--- config.mk ---
export PLATFORM = sky130hd
export DESIGN_NAME = sqg_drain
export DESIGN_NICKNAME = d
export VERILOG_FILES = /design/src/rtl/sqg_pkg.sv /design/src/rtl/sqg_bc_ram.sv /design/src/rtl/sqg_drain.sv
export SDC_FILE = /design/constraint.sdc
export NUM_CORES = 1
export LEC_CHECK = 0
export ABC_AREA = 1
export CORE_AREA = 2 2 212 214
export DETAILED_ROUTE_END_ITERATION = 10
export DIE_AREA = 0 0 214 216
export GPL_ROUTABILITY_DRIVEN = 1
export PLACE_DENSITY = 0.67
export SKIP_LAST_GASP = 1
export SYNTH_ARGS = -nofsm -noshare
export SYNTH_HDL_FRONTEND = slang
export SYNTH_HIERARCHICAL = 1
export SYNTH_SLANG_ARGS = --single-unit
--- constraint.sdc ---
create_clock -name CLK -period 2.5 [get_ports CLK]
set_input_delay 0.5 -clock CLK [delete_from_list [all_inputs] [get_ports CLK]]
set_output_delay 0.5 -clock CLK [all_outputs]
set_load 0.02 [all_outputs]
--- src/rtl/sqg_pkg.sv ---
// Shared types and defaults for the sqg box-buffer drain path.
package sqg_pkg;

    localparam int unsigned SQG_AW = 6;
    localparam int unsigned SQG_DW = 8;

    typedef logic [1:0] box_idx_t;

    typedef enum logic [1:0] {
        FILL  = 2'd0,
        DRAIN = 2'd1,
        SUM   = 2'd2,
        FLUSH = 2'd3
    } sqg_state_e;

endpackage

--- src/rtl/sqg_bc_ram.sv ---
// 2^AW x DW box-buffer RAM: one synchronous write port, one synchronous read port
// (1-cycle latency). Read data holds while no read is issued; the array has no reset.
module sqg_bc_ram import sqg_pkg::*; #(
    parameter int unsigned AW = SQG_AW,
    parameter int unsigned DW = SQG_DW
) (
    input  logic          CLK,
    input  logic          wr_en_i,
    input  logic [AW-1:0] wr_addr_i,
    input  logic [DW-1:0] wr_data_i,
    input  logic          rd_en_i,
    input  logic [AW-1:0] rd_addr_i,
    output logic [DW-1:0] rd_data_o
);

    logic [DW-1:0] mem_q [2**AW];
    logic [DW-1:0] rd_data_q, rd_data_d;

    always_comb begin
        rd_data_d = rd_data_q;
        if (rd_en_i) begin
            rd_data_d = mem_q[rd_addr_i];
        end
    end

    always_ff @(posedge CLK) begin
        if (wr_en_i) begin
            mem_q[wr_addr_i] <= wr_data_i;
        end
        rd_data_q <= rd_data_d;
    end

    assign rd_data_o = rd_data_q;

endmodule

--- src/rtl/sqg_drain.sv ---
// Captures one 64-byte box frame and streams it out over valid/ready once address 63 is
// written. Optional trailing checksum beat when SQG_DRAIN_CHECKSUM_EN is defined.
module sqg_drain import sqg_pkg::*; #(
    parameter int unsigned BOX_IDX = 0,
    parameter int unsigned AW      = SQG_AW,
    parameter int unsigned DW      = SQG_DW
) (
    input  logic          CLK,
    input  logic          RST,
    input  logic          wen_sqg,
    input  logic [AW-1:0] wr_addr,
    input  logic [DW-1:0] wr_data,
    output logic          busy,
    output logic          overflow,
    output logic          out_valid,
    input  logic          out_ready,
    output logic [DW-1:0] out_data,
    output logic          out_last,
    output logic [1:0]    out_box
);

    localparam logic [AW-1:0] LastAddr = {AW{1'b1}};

    sqg_state_e    state_q, state_d;
    logic [AW-1:0] rp_q, rp_d;
    logic          issued_all_q, issued_all_d;
    logic          rd_vld_q, rd_vld_d;
    logic          rd_last_q, rd_last_d;
    logic          skid_vld_q, skid_vld_d;
    logic [DW-1:0] skid_data_q, skid_data_d;
    logic          skid_last_q, skid_last_d;
    logic          overflow_q, overflow_d;

    logic          ram_we;
    logic          ram_re;
    logic [DW-1:0] ram_rdata;
    logic          beat_valid;
    logic [DW-1:0] beat_data;
    logic          beat_last63;
    logic          beat_take;

    sqg_bc_ram #(
        .AW (AW),
        .DW (DW)
    ) u_ram (
        .CLK       (CLK),
        .wr_en_i   (ram_we),
        .wr_addr_i (wr_addr),
        .wr_data_i (wr_data),
        .rd_en_i   (ram_re),
        .rd_addr_i (rp_q),
        .rd_data_o (ram_rdata)
    );

    // The RAM read register is the output stage; the skid holds the older beat when a
    // read was already in flight as the consumer stalled.
    always_comb begin
        beat_valid  = skid_vld_q | rd_vld_q;
        beat_data   = skid_vld_q ? skid_data_q : ram_rdata;
        beat_last63 = skid_vld_q ? skid_last_q : rd_last_q;
        beat_take   = beat_valid && out_ready && (state_q == DRAIN);
        ram_we      = wen_sqg && (state_q == FILL);
        ram_re      = (state_q == DRAIN) && !issued_all_q && !skid_vld_q;
    end

    always_comb begin
        rp_d         = rp_q;
        issued_all_d = 1'b0;
        rd_last_d    = rd_last_q;
        if (ram_re) begin
            rp_d      = rp_q + 1'b1;
            rd_last_d = (rp_q == LastAddr);
        end
        if (state_q == DRAIN) begin
            issued_all_d = issued_all_q || (ram_re && (rp_q == LastAddr));
        end

        if (ram_re) begin
            rd_vld_d = 1'b1;
        end else begin
            rd_vld_d = rd_vld_q && !(beat_take && !skid_vld_q);
        end

        skid_vld_d  = skid_vld_q;
        skid_data_d = skid_data_q;
        skid_last_d = skid_last_q;
        if (skid_vld_q) begin
            if (out_ready) begin
                skid_vld_d = 1'b0;
            end
        end else if (rd_vld_q && !out_ready && ram_re) begin
            skid_vld_d  = 1'b1;
            skid_data_d = ram_rdata;
            skid_last_d = rd_last_q;
        end
    end

    always_comb begin
        state_d = state_q;
        busy    = 1'b1;
        unique case (state_q)
            FILL: begin
                busy = 1'b0;
                if (wen_sqg && (wr_addr == LastAddr)) begin
                    state_d = DRAIN;
                end
            end
            DRAIN: begin
                if (beat_take && beat_last63) begin
`ifdef SQG_DRAIN_CHECKSUM_EN
                    state_d = SUM;
`else
                    state_d = FILL;
`endif
                end
            end
            SUM: begin
`ifdef SQG_DRAIN_CHECKSUM_EN
                if (out_ready) begin
                    state_d = FILL;
                end
`else
                state_d = FILL;
`endif
            end
            FLUSH: begin
                state_d = FILL;
            end
        endcase
        overflow_d = overflow_q | (wen_sqg & busy);
    end

`ifdef SQG_DRAIN_CHECKSUM_EN
    logic [DW-1:0] sum_q, sum_d;

    always_comb begin
        sum_d = sum_q;
        if (state_q == FILL) begin
            sum_d = '0;
        end else if (beat_take) begin
            sum_d = sum_q + beat_data;
        end
    end

    always_ff @(posedge CLK or negedge RST) begin
        if (!RST) begin
            sum_q <= '0;
        end else begin
            sum_q <= sum_d;
        end
    end

    always_comb begin
        out_valid = beat_valid || (state_q == SUM);
        out_data  = '0;
        out_last  = 1'b0;
        if (state_q == SUM) begin
            out_data = sum_q;
            out_last = 1'b1;
        end else if (beat_valid) begin
            out_data = beat_data;
        end
    end
`else
    always_comb begin
        out_valid = beat_valid;
        out_data  = beat_valid ? beat_data : '0;
        out_last  = beat_valid & beat_last63;
    end
`endif

    always_ff @(posedge CLK or negedge RST) begin
        if (!RST) begin
            state_q      <= FILL;
            rp_q         <= '0;
            issued_all_q <= 1'b0;
            rd_vld_q     <= 1'b0;
            rd_last_q    <= 1'b0;
            skid_vld_q   <= 1'b0;
            skid_data_q  <= '0;
            skid_last_q  <= 1'b0;
            overflow_q   <= 1'b0;
        end else begin
            state_q      <= state_d;
            rp_q         <= rp_d;
            issued_all_q <= issued_all_d;
            rd_vld_q     <= rd_vld_d;
            rd_last_q    <= rd_last_d;
            skid_vld_q   <= skid_vld_d;
            skid_data_q  <= skid_data_d;
            skid_last_q  <= skid_last_d;
            overflow_q   <= overflow_d;
        end
    end

    assign overflow = overflow_q;
    assign out_box  = box_idx_t'(BOX_IDX);

endmodule

==> flow_summary.json <==
{
  "status": "completed",
  "synth_top_area_share_pct": 69.4,
  "worst-path-max-fanout": 60,
  "overflow": 0,
  "place_congestion": 0.938,
  "dp.cells": 2562,
  "r2r_end": "u_ram/rd_data_o[1]",
  "nets": 2043,
  "grt_max_degree": 94,
  "p_clk_share_pct": 28.4,
  "hold_path_class": "in2async",
  "max_slew_margin_pct": 54.6,
  "core_area_mm2": 0.0438,
  "crit_path_start_kind": "flop",
  "tightest_slew_ns": 0.681,
  "clock_skew_ns": 0.0151,
  "fmax_mhz": 422,
  "portBuffers": 29,
  "layout-drive-gt1-share_pct": 11.0,
  "synth_cells": 1931,
  "ys_async_sr_fraction_pct": 3.88,
  "max_cap_violations": 0,
  "setup_viol": 0,
  "r2r_start": "rp_q[0]",
  "synth_seq_cells": 541,
  "fp.dieH_um": 216,
  "maxSlewViolCount": 0,
  "area_growth_pct": 13.7,
  "fin_ws_ns": 0.129,
  "via_per_inst": 5.67,
  "drc_errors": 0,
  "synth_area_leaders": "edfxtp_1, nand2_1, nand3_1, dfrtp_1, buf_6",
  "grt_pass1_vias": 14500,
  "clkSinkCount": 541,
  "cts_tree": "built",
  "path_class": "reg2reg",
  "crit_start": "rp_q[0]",
  "place_hpwl_mm": 34.7,
  "clkSlewWorstSetupHoldPaths_ns": 0.07,
  "r2r_slack_ns": 0.13,
  "final_cells": 2656,
  "hold_viol": 0,
  "cp_data_required_time_ns": 2.94,
  "antenna_found_initial": 0,
  "endpoint": "u_ram/rd_data_o[1]",
  "synth_edf_count": 520,
  "post-route-period-util_pct": 94.9,
  "fin_util_pct": 58.4,
  "synth-warning-count": 6,
  "synth_ff_type": "edfxtp_1",
  "fp.dieW_um": 214,
  "num_vias": 15100,
  "drt-total-wl_mm": 56.0,
  "seqPwrFrac_pct": 37.9,
  "rsz0062_at_grt": "yes",
  "fin_setup_tns_ns": 0,
  "io_pins": 32,
  "p_comb_share_pct": 33.7,
  "place_ws_ns": 0.0473,
  "cts_buffers": 52,
  "cp-end-kind": "flop",
  "yosysTopAreaCell": "edfxtp_1",
  "row_count": 77,
  "min_period_ns": 2.37,
  "grt_usage_pct": 24.4,
  "ys_types": 30,
  "worstPathArrival_ns": 2.81,
  "postCtsSetupRepairBufs": 0,
  "initial_core_util_pct": 51.4,
  "switching_share_pct": 36.4,
  "grt_pass1_wl_mm": 85.5,
  "p_int_mw": 17.6,
  "synthTopCellsByCount": "nand2_1, edfxtp_1, nand3_1",
  "insertion_delay_ns": 0.59,
  "drtIter0Drc": 2081,
  "yosysSeqAreaShare_pct": 71.7,
  "first_pass_iters": 8,
  "placed_cell_area_mm2": 0.0239,
  "postLayoutCellArea_mm2": 0.0256,
  "timing.hold.ws_ns": 0.262,
  "synthMostInstantiatedCell": "nand2_1",
  "die-area_mm2": 0.0462,
  "rr_worst_depth": 9,
  "total_power_mw": 27.7,
  "ant_nets": 0,
  "p_sw_mw": 10.1,
  "avgSynthCellArea_um2": 11.7,
  "power_density_mw_per_mm2": 1080,
  "cts-root-buf": "clkbuf_16",
  "cts_htree_levels": 2,
  "cts_max_path_buffers": 3,
  "peakVddDrop_mv": 0.688,
  "diodes": 0,
  "synth_area_mm2": 0.0225,
  "power.leakage_nw": 9.48,
  "wire_per_inst_um": 21.1
}
==> worst min-delay path by stage <==
stage	from	to	slack, ns	cells past startpoint
detailed placement	skid_data_q[6]	skid_data_q[6]	0.46	2
floorplan	RST	issued_all_q	0.20	0
CTS	RST	skid_data_q[1]	0.25	2
finish	RST	skid_data_q[1]	0.26	2
global placement	skid_data_q[6]	skid_data_q[6]	0.46	2
global route	RST	skid_data_q[1]	0.27	2
==> layout make-up <==
type,instances,area [um^2]
clock buffers,65,1400
clock inverters,29,305
fillers,3448,18200
inverters,32,130
multi-input cells,1242,5410
flip-flops and latches,541,16200
well taps,592,741
repair buffers,155,1450
==> cell usage in the layout, fill, tap and decap left out, drive strengths merged, types with 2 or more instances in the layout <==
master	n
edfxtp	520
nor2	65
xor2	2
bufinv	7
clkdlybuf4s50	11
nand2	676
clkbuf	65
inv	32
a21oi	9
dlygate4sd2	9
buf	134
nand3	443
conb	2
clkinv	22
nand4	10
nor4	8
xnor2	2
o21ai	21
dfrtp	21
==> critical path, cell delays in order (launching register included) <==
cell	delay [ns]
dfrtp_4	0.65
buf_4	0.58
nand2_1	0.14
nand3_1	0.12
nand3_1	0.12
nand2_1	0.13
nand2_1	0.06
nand3_1	0.14
nand3_1	0.13
nand2_1	0.12
==> kinds of logic after synthesis <==
logic type / count (synthesis) / share of synthesized area, %
other cells: 1 / 0.0167
xor+xnor: 4 / 0.156
flops: 541 / 71.7
simple gates: 1203 / 22.9
compound gates: 32 / 0.884
fa+ha+maj: 1 / 0.0556
buf+inv: 149 / 4.29
==> sequential cells by signal, indices dropped and copies added, names as in the netlist <==
register         count
issued_all_q         1
overflow             1
rd_last_q            1
rd_vld_q             1
rp_q                 6
skid_data_q          8
skid_last_q          1
skid_vld_q           1
state_q              1
u_ram/mem_q        512
u_ram/rd_data_o      8
==> routing by layer <==
layer / vias up / part of all wire [%] / GRT usage (%)
met5: - / 0 / 0
met4: 0 / 2.4 / 7.62
met3: 102 / 9.4 / 3.89
met2: 770 / 47 / 38.8
met1: 7261 / 42 / 35.0
li1: 6938 / - / -
==> power groups by stage <==
stage                     logic (mW)  registers (mW)  clock network [mW]
after floorplan                 6.89            10.5                   0
after global placement          9.13            10.7                   0
after detailed placement        9.26            10.7                   0
after CTS                       9.23            10.5                7.96
after global routing            10.2            10.6                8.34
final                           9.33            10.5                7.87
==> repair_timing <==
action / CTS / global route
hold buffers: 0 / 0
resized for setup: 11 / 2
setup endpoints to repair: 10 / 6
(Power assumes the default switching activity.)
